## config.mk

```make
export PLATFORM = sky130hd
export DESIGN_NAME = mod_n_down_sequencer
export DESIGN_NICKNAME = d
export VERILOG_FILES = /design/src/rtl/mod_n_down_sequencer.sv
export SDC_FILE = /design/constraint.sdc
export NUM_CORES = 1
export LEC_CHECK = 0
export CORE_MARGIN = 2
export CORE_UTILIZATION = 40
export DETAILED_ROUTE_END_ITERATION = 10
export DONT_BUFFER_PORTS = 1
export SLEW_MARGIN = 20
export SYNTH_ARGS = -nofsm -noshare
export SYNTH_HDL_FRONTEND = slang
export SYNTH_SLANG_ARGS = --single-unit
export TNS_END_PERCENT = 30
```

## constraint.sdc

```tcl
create_clock -name clk -period 4.3 [get_ports clk]
set_clock_uncertainty 0.2 [all_clocks]
set_input_delay 0.86 -clock clk [delete_from_list [all_inputs] [get_ports clk]]
set_output_delay 0.86 -clock clk [all_outputs]
set_load 0.05 [all_outputs]
```

## src/rtl/mod_n_down_sequencer.sv

```systemverilog
// mod_n_down_sequencer
// Loadable down-counting index generator. On start it emits L-1 down to 0 on a
// valid/ready stream, one index per accepted handshake, then pulses done.
// It is the read-back side of the up-counting address path: it replays
// weight/pixel buffer addresses in descending order while the consumer
// throttles it through idx_ready.
// Every output comes straight from a flop, so no input reaches an output
// combinationally.

module mod_n_down_sequencer #(
    parameter int N      = 900,
    parameter int N_BITS = 10
) (
    input  logic              clk,
    input  logic              rst,
    input  logic              start,
    input  logic [N_BITS-1:0] len,
    input  logic              abort,
    input  logic              idx_ready,
    output logic              idx_valid,
    output logic [N_BITS-1:0] idx,
    output logic              last,
    output logic              busy,
    output logic              done,
    output logic              err
);

    typedef enum logic [1:0] {
        IDLE = 2'd0,
        RUN  = 2'd1,
        DONE = 2'd2
    } state_t;

    // The length check uses one extra bit so that N = 2^N_BITS stays legal.
    localparam logic [N_BITS:0]   N_WIDE    = (N_BITS + 1)'(N);
    // First index of a full-length run (len = 0 encodes L = N).
    localparam logic [N_BITS-1:0] FULL_IDX  = N_BITS'(N - 1);
    localparam logic [N_BITS-1:0] IDX_ONE   = N_BITS'(1);
    localparam logic [N_BITS-1:0] IDX_ZERO  = '0;

    state_t            r_state;
    state_t            w_stateNext;

    logic [N_BITS-1:0] r_idx;
    logic              r_idxValid;
    logic              r_last;
    logic              r_busy;
    logic              r_done;
    logic              r_err;

    logic [N_BITS-1:0] w_idxNext;
    logic              w_idxValidNext;
    logic              w_lastNext;
    logic              w_busyNext;
    logic              w_doneNext;
    logic              w_errNext;

    logic              w_lenTooBig;
    logic [N_BITS-1:0] w_firstIdx;
    logic              w_handshake;
    logic              w_lastAccepted;
    logic              w_startAccepted;

    // A length above N cannot be served; len = 0 stands for the full modulus.
    assign w_lenTooBig     = ({1'b0, len} > N_WIDE);
    assign w_firstIdx      = (len == IDX_ZERO) ? FULL_IDX : (len - IDX_ONE);
    assign w_handshake     = r_idxValid & idx_ready;
    assign w_lastAccepted  = w_handshake & (r_idx == IDX_ZERO);
    // abort in IDLE swallows a simultaneous start, including its error check.
    assign w_startAccepted = start & ~abort;

    // State and all registered outputs; rst low clears everything immediately.
    always_ff @(posedge clk or negedge rst) begin
        if (!rst) begin
            r_state    <= IDLE;
            r_idx      <= IDX_ZERO;
            r_idxValid <= 1'b0;
            r_last     <= 1'b0;
            r_busy     <= 1'b0;
            r_done     <= 1'b0;
            r_err      <= 1'b0;
        end else begin
            r_state    <= w_stateNext;
            r_idx      <= w_idxNext;
            r_idxValid <= w_idxValidNext;
            r_last     <= w_lastNext;
            r_busy     <= w_busyNext;
            r_done     <= w_doneNext;
            r_err      <= w_errNext;
        end
    end

    // Next state: abort wins over everything, the last handshake ends the run.
    always_comb begin
        w_stateNext = r_state;
        case (r_state)
            IDLE: begin
                if (w_startAccepted && !w_lenTooBig) begin
                    w_stateNext = RUN;
                end
            end
            RUN: begin
                if (abort) begin
                    w_stateNext = IDLE;
                end else if (w_lastAccepted) begin
                    w_stateNext = DONE;
                end
            end
            DONE: begin
                w_stateNext = IDLE;
            end
            default: begin
                w_stateNext = IDLE;
            end
        endcase
    end

    // Next values of the registered outputs; holding is the default so that
    // backpressure keeps idx, idx_valid and last stable.
    always_comb begin
        w_idxNext      = r_idx;
        w_idxValidNext = r_idxValid;
        w_busyNext     = r_busy;
        w_doneNext     = 1'b0;
        w_errNext      = 1'b0;
        case (r_state)
            IDLE: begin
                if (w_startAccepted) begin
                    if (w_lenTooBig) begin
                        w_errNext = 1'b1;
                    end else begin
                        w_idxNext      = w_firstIdx;
                        w_idxValidNext = 1'b1;
                        w_busyNext     = 1'b1;
                    end
                end
            end
            RUN: begin
                if (abort) begin
                    w_idxNext      = IDX_ZERO;
                    w_idxValidNext = 1'b0;
                    w_busyNext     = 1'b0;
                end else if (w_lastAccepted) begin
                    w_idxNext      = IDX_ZERO;
                    w_idxValidNext = 1'b0;
                    w_busyNext     = 1'b0;
                    w_doneNext     = 1'b1;
                end else if (w_handshake) begin
                    w_idxNext = r_idx - IDX_ONE;
                end
            end
            DONE: begin
                w_idxNext      = IDX_ZERO;
                w_idxValidNext = 1'b0;
                w_busyNext     = 1'b0;
            end
            default: begin
                w_idxNext      = IDX_ZERO;
                w_idxValidNext = 1'b0;
                w_busyNext     = 1'b0;
            end
        endcase
        w_lastNext = w_idxValidNext & (w_idxNext == IDX_ZERO);
    end

    assign idx_valid = r_idxValid;
    assign idx       = r_idx;
    assign last      = r_last;
    assign busy      = r_busy;
    assign done      = r_done;
    assign err       = r_err;

endmodule

```

-- Word-level counts from Yosys, hierarchy flattened
Index checks and enable logic that the tools add are counted.
- $add $sub $neg: 2
- multipliers: 0
- div/mod/pow operators: 0
- order comparisons: 1
- equality and inequality tests: 5
- shift-type cells: 0
- multiplexer cells: 27
- bitwise operators: 5
- reduce and logical (&&, ||, !) cells: 8
- operators by type and width (cell ; count):
    $mux 10 ; 6
    $logic_not 10->1 ; 3
    $pmux 10 s2 ; 1
    $sub 10x1->10 const B ; 2
    $mux 1 ; 14
    $gt 10x10->1 const B ; 1
    $mux 2 ; 3
    $ne 2x2->1 const B ; 3
    $and 1x1->1 ; 4
    $pmux 1 s2 ; 2
    $pmux 2 s2 ; 1
    $ne 3x3->1 const B ; 1
    $reduce_and 3->1 ; 1
    $eq 2x1->1 const B ; 1
    $logic_not 2->1 ; 1
    $reduce_and 2->1 ; 1
    $logic_and 1x1->1 ; 1
    $logic_not 1->1 ; 1
    $not 1->1 ; 1
- register bits: 17
- bits in latches: 0
- RAM bits: 0
- memory bits (read-only): 0
- input bits: 15
- output and inout port bits: 15
- word-level logic and storage cells: 55
- memories: 0

-- Longest topological paths before layout
Gate-level depths: netlist of run 1.
- depth after elaboration: 7
- gate-level depth with buffers: 10
- depth with buffers taken out: 9

-- Worst setup path before layout of run 1
No wires, ideal clock.
- kind: in2reg
- from: input port len[6]
- to: register r_last (netlist: last)
- setup time: 96 ps
- arrival time: 3141 ps
- required time: 4004 ps
- path slack: 863 ps
- stages on the path: 8
- path buffers: 1
- cells stage by stage: or4_4 -> o2111a_2 -> o21a_1 -> buf_6 -> a21o_1 -> a211o_1 -> or4_1 -> nor4_2
- word-level cells in the longest chain between the ends: 7
- elaborated cells between the ends (all ways): 12
- classes of those cells: 1 x add/sub; 1 x order compare; 7 x mux; 1 x bitwise; 2 x reduce/logical
- RTL lines (element ; line ; source):
    start, declared ; 17 ; input logic [N_BITS-1:0] len,
    parallel branches: the longest is 2 deep, another holds $gt 10x10->1 ; - ;
    $mux 10 (*) ; 129 ; if (w_lenTooBig) begin
    $mux 10 (*) ; 128 ; if (w_startAccepted) begin
    $pmux 10 s2 (*) ; 126 ; case (r_state)
    net w_idxNext[2] ; 51 ; logic [N_BITS-1:0] w_idxNext;
    $logic_not 10->1 (*) ; 163 ; w_lastNext = w_idxValidNext & (w_idxNext == IDX_ZERO);
    $and 1x1->1 (*) ; 163 ;
    net w_lastNext ; 53 ; logic w_lastNext;
    end signal, assigned ; 86 ; r_last <= w_lastNext;
    end, declared ; 46 ; logic r_last;
Mark *: on every way through the listed nets, which the timed path passes.
A chain may end at the register's enable or synchronous reset.

-- Worst setup path in the final report of run 1
- from: register r_idx[3] (netlist: idx[3])
- to: register r_last (netlist: last)
- word-level cells in the longest chain between the ends: 7
- elaborated cells between the ends (all ways): 14
- classes of those cells: 1 x add/sub; 9 x mux; 2 x bitwise; 2 x reduce/logical
- RTL lines (element ; line ; source):
    start, declared ; 44 ; logic [N_BITS-1:0] r_idx;
    start signal, assigned ; 84 ; r_idx <= w_idxNext;
    $logic_not 10->1 ; 68 ; assign w_lastAccepted = w_handshake & (r_idx == IDX_ZERO);
    $and 1x1->1 ; 68 ;
    $mux 10 ; 143 ; end else if (w_lastAccepted) begin
    $mux 10 ; 139 ; if (abort) begin
    $pmux 10 s2 ; 126 ;
    net w_idxNext[2] ; 51 ;
    $logic_not 10->1 ; 163 ;
    $and 1x1->1 ; 163 ;
    net w_lastNext ; 53 ;
The timed path passes the listed nets, and every way through them passes these cells.

==> results of run 1 <==
-- state kept, by name, indices dropped and copies added, names as in the netlist --
signal	count
done	1
err	1
busy	1
idx	10
r_state	2
last	1
idx_valid	1
-- where the power goes --
part	internal, mW	switching [mW]	total (mW)	leakage, nW
registers	0.185	0.124	0.309	0.224
logic	0.0587	0.0876	0.146	0.250
clock network	0.0362	0.0513	0.0875	0.0150
total	0.280	0.263	0.543	0.489
-- synth_stat cells, types with 2 or more instances --
| cell | n |
|---|---|
| inv_1 | 6 |
| xor2_1 | 2 |
| o221ai_1 | 2 |
| nor2_1 | 14 |
| xnor2_1 | 3 |
| dfrtp_1 | 17 |
| nand2b_1 | 3 |
| or4_4 | 2 |
| or3_1 | 3 |
| a21oi_1 | 4 |
| or4_1 | 3 |
| o21a_1 | 2 |
| nand3_1 | 6 |
| nand2_1 | 13 |
| nor3_1 | 13 |
| o21ai_0 | 13 |
| nor4_1 | 3 |
| ha_1 | 2 |
| nor2b_1 | 2 |
-- stage by stage --
stage	area, µm²	total power [mW]	hold slack, ns	util	instances
detailed placement	1190	0.457	0.365	0.430	167
global placement	1190	0.456	0.365	0.430	167
finish	1210	0.543	0.0413	0.440	171
CTS	1210	0.545	0.0349	0.440	171
floorplan	1150	0.418	0.364	-	137
global route	1210	0.576	0.0237	0.440	171
-- path summary, 6_finish.rpt --
kind / start / endpoint / cells past startpoint
setup / recovery: idx[3] / last / 7
hold / removal: rst / r_state[0] / 0
setup reg to reg: idx[3] / last / 7
hold reg to reg: r_state[0] / r_state[0] / 3
max in group asynchronous: rst / idx[3] / 0
min in group clk: r_state[0] / r_state[0] / 3
-- kinds of logic (layout without fill, tap and decap cells) --
group                    after synthesis  after routing
flip-flops                            17             17
XOR/XNOR                               5              5
adder cells (fa/ha/maj)                2              2
buffers and inverters                  8             11
AND/OR/NAND/NOR                       70             70
AO/OA/AOI/OAI                         35             35
-- worst max-delay path: stages (launching register included) --
cell and delay [ns]:
dfrtp_1 0.61, or4_4 0.64, or3_4 0.42, o21ai_2 0.33, nor3_1 0.08, a211o_1 0.28
or4_1 0.54, nor4_2 0.22
-- cell type report --
cell class,instances,area (µm²)
Fill cell,292,1550
Sequential cell,17,425
Clock buffer,4,26.3
Tap cell,31,38.8
Multi-Input combinational cell,112,692
Timing Repair Buffer,1,7.51
Inverter,6,22.5
-- layer usage --
layer / up-vias / GRT usage
li1: 529 / -
met1: 495 / 0.286
met2: 44 / 0.292
met3: 5 / 0.0335
met4: 0 / 0.0897
met5: - / 0
==> impl_metrics.tcl, run 1 <==
set metrics [dict create \
    fin_crit_sh 0.793 \
    slew_viol_final 0 \
    cp-start-kind "flop" \
    crit_path_end_kind "flop" \
    num_vias 1073 \
    finalCriticalPeriod_ns 3.41 \
    met1_length_um 1340 \
    grt_pass1_wl_um 5000 \
    yosys.area.top_type_share 0.368 \
    core_um2 2760 \
    cts_buffers 3 \
    std_cell_rows 19 \
    dieHeight_um 57.7 \
    cts-htree-levels 1 \
    status "completed" \
    max_freq_mhz 293 \
    drc 0 \
    synth-seq-cells 17 \
    clk_latency_ns 0.30 \
    ys.flop_type "dfrtp_1" \
    postCtsHoldBufs 0 \
    cp_max_fo 8 \
    async_reset_ff_frac 1.00 \
    setup_violations 0 \
    highest_layer "met4" \
    synth_top_family_by_area "simple AND/OR/NAND/NOR gates" \
    cts.repair.resized 0 \
    ff2ff_setup_slack_ns 0.89 \
    synth-edff-count 0 \
    nets 158 \
    ys_seq_area_frac 0.368 \
    tns_ns 0 \
    tightest_slew_ns 0.623 \
    clk_path_buf_depth 2 \
    globalplace.congestion 0.917 \
    muxShareOfSynthArea 0 \
    fp.dieArea_um2 3330 \
    wl_per_cell_um 17.3 \
    hp-class "input pin to asynchronous set/reset pin" \
    dieWidth_um 57.7 \
    io_pins 30 \
    path_class "flop to flop" \
    grt.overflow.total 0 \
    antenna_found_initial 0 \
    drt_pass1_iterations 4 \
    layout-area-overhead-vs-synth_pct 4.98 \
    yosysTopAreaCell "dfrtp_1" \
    cts_sinks 17 \
    initial_core_util 0.419 \
    diodes 0 \
    syn_nets 154 \
    yosys_warnings 0 \
    setup_ws_ns 0.889 \
    drive_above_1_share 0.0929 \
    required_ns 4.31 \
    io_buffers 0 \
    route.met2.wl_um 1360 \
    critPathArrivalTime_ns 3.42 \
    avgSynthCellArea_um2 8.43 \
    dpl.hpwl_um 2370 \
    grt_pass1_vias 1033 \
    dr_wl_met3_um 201 \
    yosys.area_share.simple 0.332 \
    final_hold_viol_count 0 \
    ant_nets 0 \
    leakage_nw 0.489 \
    vias_per_cell 6.27 \
    cts-root-buf "clkbuf_4" \
    yosys.cell_types.count 43 \
    max_cap_violations 0 \
    peakVddDrop_v 0.000292 \
    dp_slack_ns 0.768 \
    synth_fa_ha_area_frac 0.0217 \
    synth-xor-area-share 0.0379 \
    max_slew_margin 0.585 \
    drt-initial-drc-count 42 \
    rsz0062_at_grt "no" \
    cts_tree "done" \
    totalWireLength_um 2960 \
    grt_start_max_net_pins 18 \
    power.density_nw_per_um2 448 \
    cts.clk_slew.worst_paths_ns 0.09 \
    synth-compound-area-share 0.208 \
    cts_setup_buffers 0 \
    netlist_area_um2 1150 \
    grtUsageTotal 0.199 \
    synthCells 137 \
    yosys-top-cells-area "dfrtp_1 37%, nor3_1 5.6%, o21ai_0 5.6%" \
    layout_commonest_cell "dfrtp_1" \
    final_cell_mix "17 x dfrtp_1, 14 x nor2_1, 13 x nor3_1, 13 x nand2_1, 13 x o21ai_0" \
]
Power figures use the tool's default switching activity.
==> run 2, diff against run 1 <==
Clock period 4.3 ns to 2.78 ns, I/O delays scaled along.
==> run 2 against run 1 <==
Against the previous run: global-route usage rose by 3.5 points; non-clock buffer count up 40; maximum frequency grew 19%; core utilization rose by 14 points; sequential power grew 13%; count of clock-buffer cells in the layout unchanged; the flow now finishes with violations (negative setup slack); clock power rose by 57%; via count is 20% higher.
==> impl_metrics.tcl, run 2 (synthesized netlist as in run 1, its figures left out) <==
set metrics [dict create \
    required_ns 2.78 \
    dieHeight_um 57.7 \
    setup_violations 1 \
    p_comb_frac 0.534 \
    layout_commonest_cell "buf_4" \
    max_cap_violations 0 \
    cts_tree "done" \
    grt.overflow.total 0 \
    drive_above_1_share 0.350 \
    min_path_cells 2 \
    cp_max_fo 3 \
    io_buffers 0 \
    swShare 0.459 \
    initial_core_util 0.419 \
    crit_chain "or4_4, or3_4, o21ai_4, buf_6, buf_6, o311ai_4, or4_1, nor4_2" \
    layout-area-overhead-vs-synth_pct 38.4 \
    clk_path_buf_depth 2 \
    std_cell_rows 19 \
    cts_buffers 3 \
    critPathMaxStageDelay_ns 0.54 \
    grt_pass1_vias 1297 \
    fp.dieArea_um2 3330 \
    antenna_found_initial 0 \
    dpl.hpwl_um 2830 \
    max_slew_margin 0.461 \
    drt_pass1_iterations 5 \
    max_freq_mhz 347 \
    grtUsageTotal 0.234 \
    setup_ws_ns -0.0982 \
    p_switching_uw 478 \
    rsz0062_at_grt "yes" \
    cp-start-kind "flop" \
    violations "negative setup slack" \
    tns_ns -0.0982 \
    totalWireLength_um 3720 \
    ant_nets 0 \
    vias_per_cell 6.09 \
    final_hold_viol_count 0 \
    cts_sinks 17 \
    peakVddDrop_v 0.000414 \
    clk_latency_ns 0.29 \
    slew_viol_final 0 \
    core_um2 2760 \
    cts-htree-levels 1 \
    globalplace.congestion 0.916 \
    p_int_uw 564 \
    io_pins 30 \
    diodes 0 \
    hold_slack_ns 0.264 \
    crit_path_top_delay_cell "or4_4" \
    drc 0 \
    power_mw 1.04 \
    largest_reg_flops 10 \
    r2r_cells 8 \
    leakage_nw 0.703 \
    postLayoutCellArea_um2 1600 \
    crit_top_cell "buf_6" \
    wl_per_cell_um 17.6 \
    hp-class "input pin to flop" \
    cts-root-buf "clkbuf_4" \
    pwr-share-clk 0.131 \
    drt-initial-drc-count 60 \
    grt_start_max_net_pins 18 \
    nets 198 \
    critPathArrivalTime_ns 2.88 \
    finalCriticalPeriod_ns 2.88 \
    path_class "flop to flop" \
    dieWidth_um 57.7 \
    tightest_slew_ns 0.805 \
    fin_crit_sh 1.04 \
    pwr-share-seq 0.335 \
    final_cell_mix "37 x buf_4, 14 x dfrtp_1, 13 x nor2_1, 13 x nand2_1, 12 x nor3_1" \
    dp_slack_ns -0.331 \
    postPlaceCellArea_um2 1450 \
    grt_pass1_wl_um 6060 \
    crit_path_end_kind "flop" \
    power.density_nw_per_um2 652 \
    num_vias 1286 \
    cts.clk_slew.worst_paths_ns 0.11 \
    status "finished with violations" \
]
==> run 2: cell types whose count changed in the layout (fill, tap and decap cells not counted), sizes merged <==
cell,change
dlygate4sd3,+1
buf,+39
==> run 2: area by class of cell <==
class / count / area [µm²]
flip-flops and latches: 17 / 429
repair buffers: 41 / 322
clock buffers: 4 / 26.3
well taps: 31 / 38.8
multi-input cells: 112 / 759
fillers: 249 / 1160
inverters: 6 / 22.5
==> run 2: timing repair <==
action	CTS	global route
endpoints found under the hold margin	17	0
pin swaps	3	7
hold buffers	1	0
endpoints found under the setup margin	1	1
buffers inserted	2	2
resized for setup	5	14
==> run 2: worst paths after layout <==
path                         from  endpoint  slack [ns]
max                        idx[4]      last        -0.1
min                        len[7]       err        0.26
max reg2reg                idx[4]      last        -0.1
min reg2reg                idx[1]    idx[1]        0.47
max in group asynchronous     rst    idx[3]        1.24
min in group asynchronous     rst    idx[7]        0.59
==> run 2: power by group through the flow <==
stage	clock, mW	sequential (mW)	combinational (mW)
detailed placement	0	0.352	0.487
global route	0.151	0.355	0.589
CTS	0.143	0.347	0.507
floorplan	0	0.482	0.167
finish	0.137	0.349	0.556
global placement	0	0.350	0.481
==> run 2: worst max-delay path, delay by kind of cell (launching register included) <==
kind / cells / cell delay [ns]
and+or+nand+nor: 4 / 1.68
buffers and inverters: 2 / 0.22
DFF: 1 / 0.41
AOI/OAI and AO/OA: 2 / 0.26
==> run 2: per-stage QoR <==
stage / cells / utilization
4_1_cts: 209 / 0.552
2_1_floorplan: 137 / -
5_1_grt: 211 / 0.579
3_3_place_gp: 202 / 0.527
3_5_place_dp: 202 / 0.527
6_report: 211 / 0.579
==> run 2: routing by layer <==
metal	GRT usage	part of all wire	vias to the layer above	routed length (µm)
met1	0.306	0.40	624	1490
met4	0.0664	0.015	0	54
met2	0.396	0.51	53	1890
met3	0.0424	0.076	4	283
li1	-	-	605	-
met5	0	0	-	0
==> run 3, diff against run 2 <==
Settings changed: CAP_MARGIN from default to 20, RECOVER_POWER from default to 25.
==> results of run 3 <==
Final layout, timing and power as in run 2 (identical DEF).
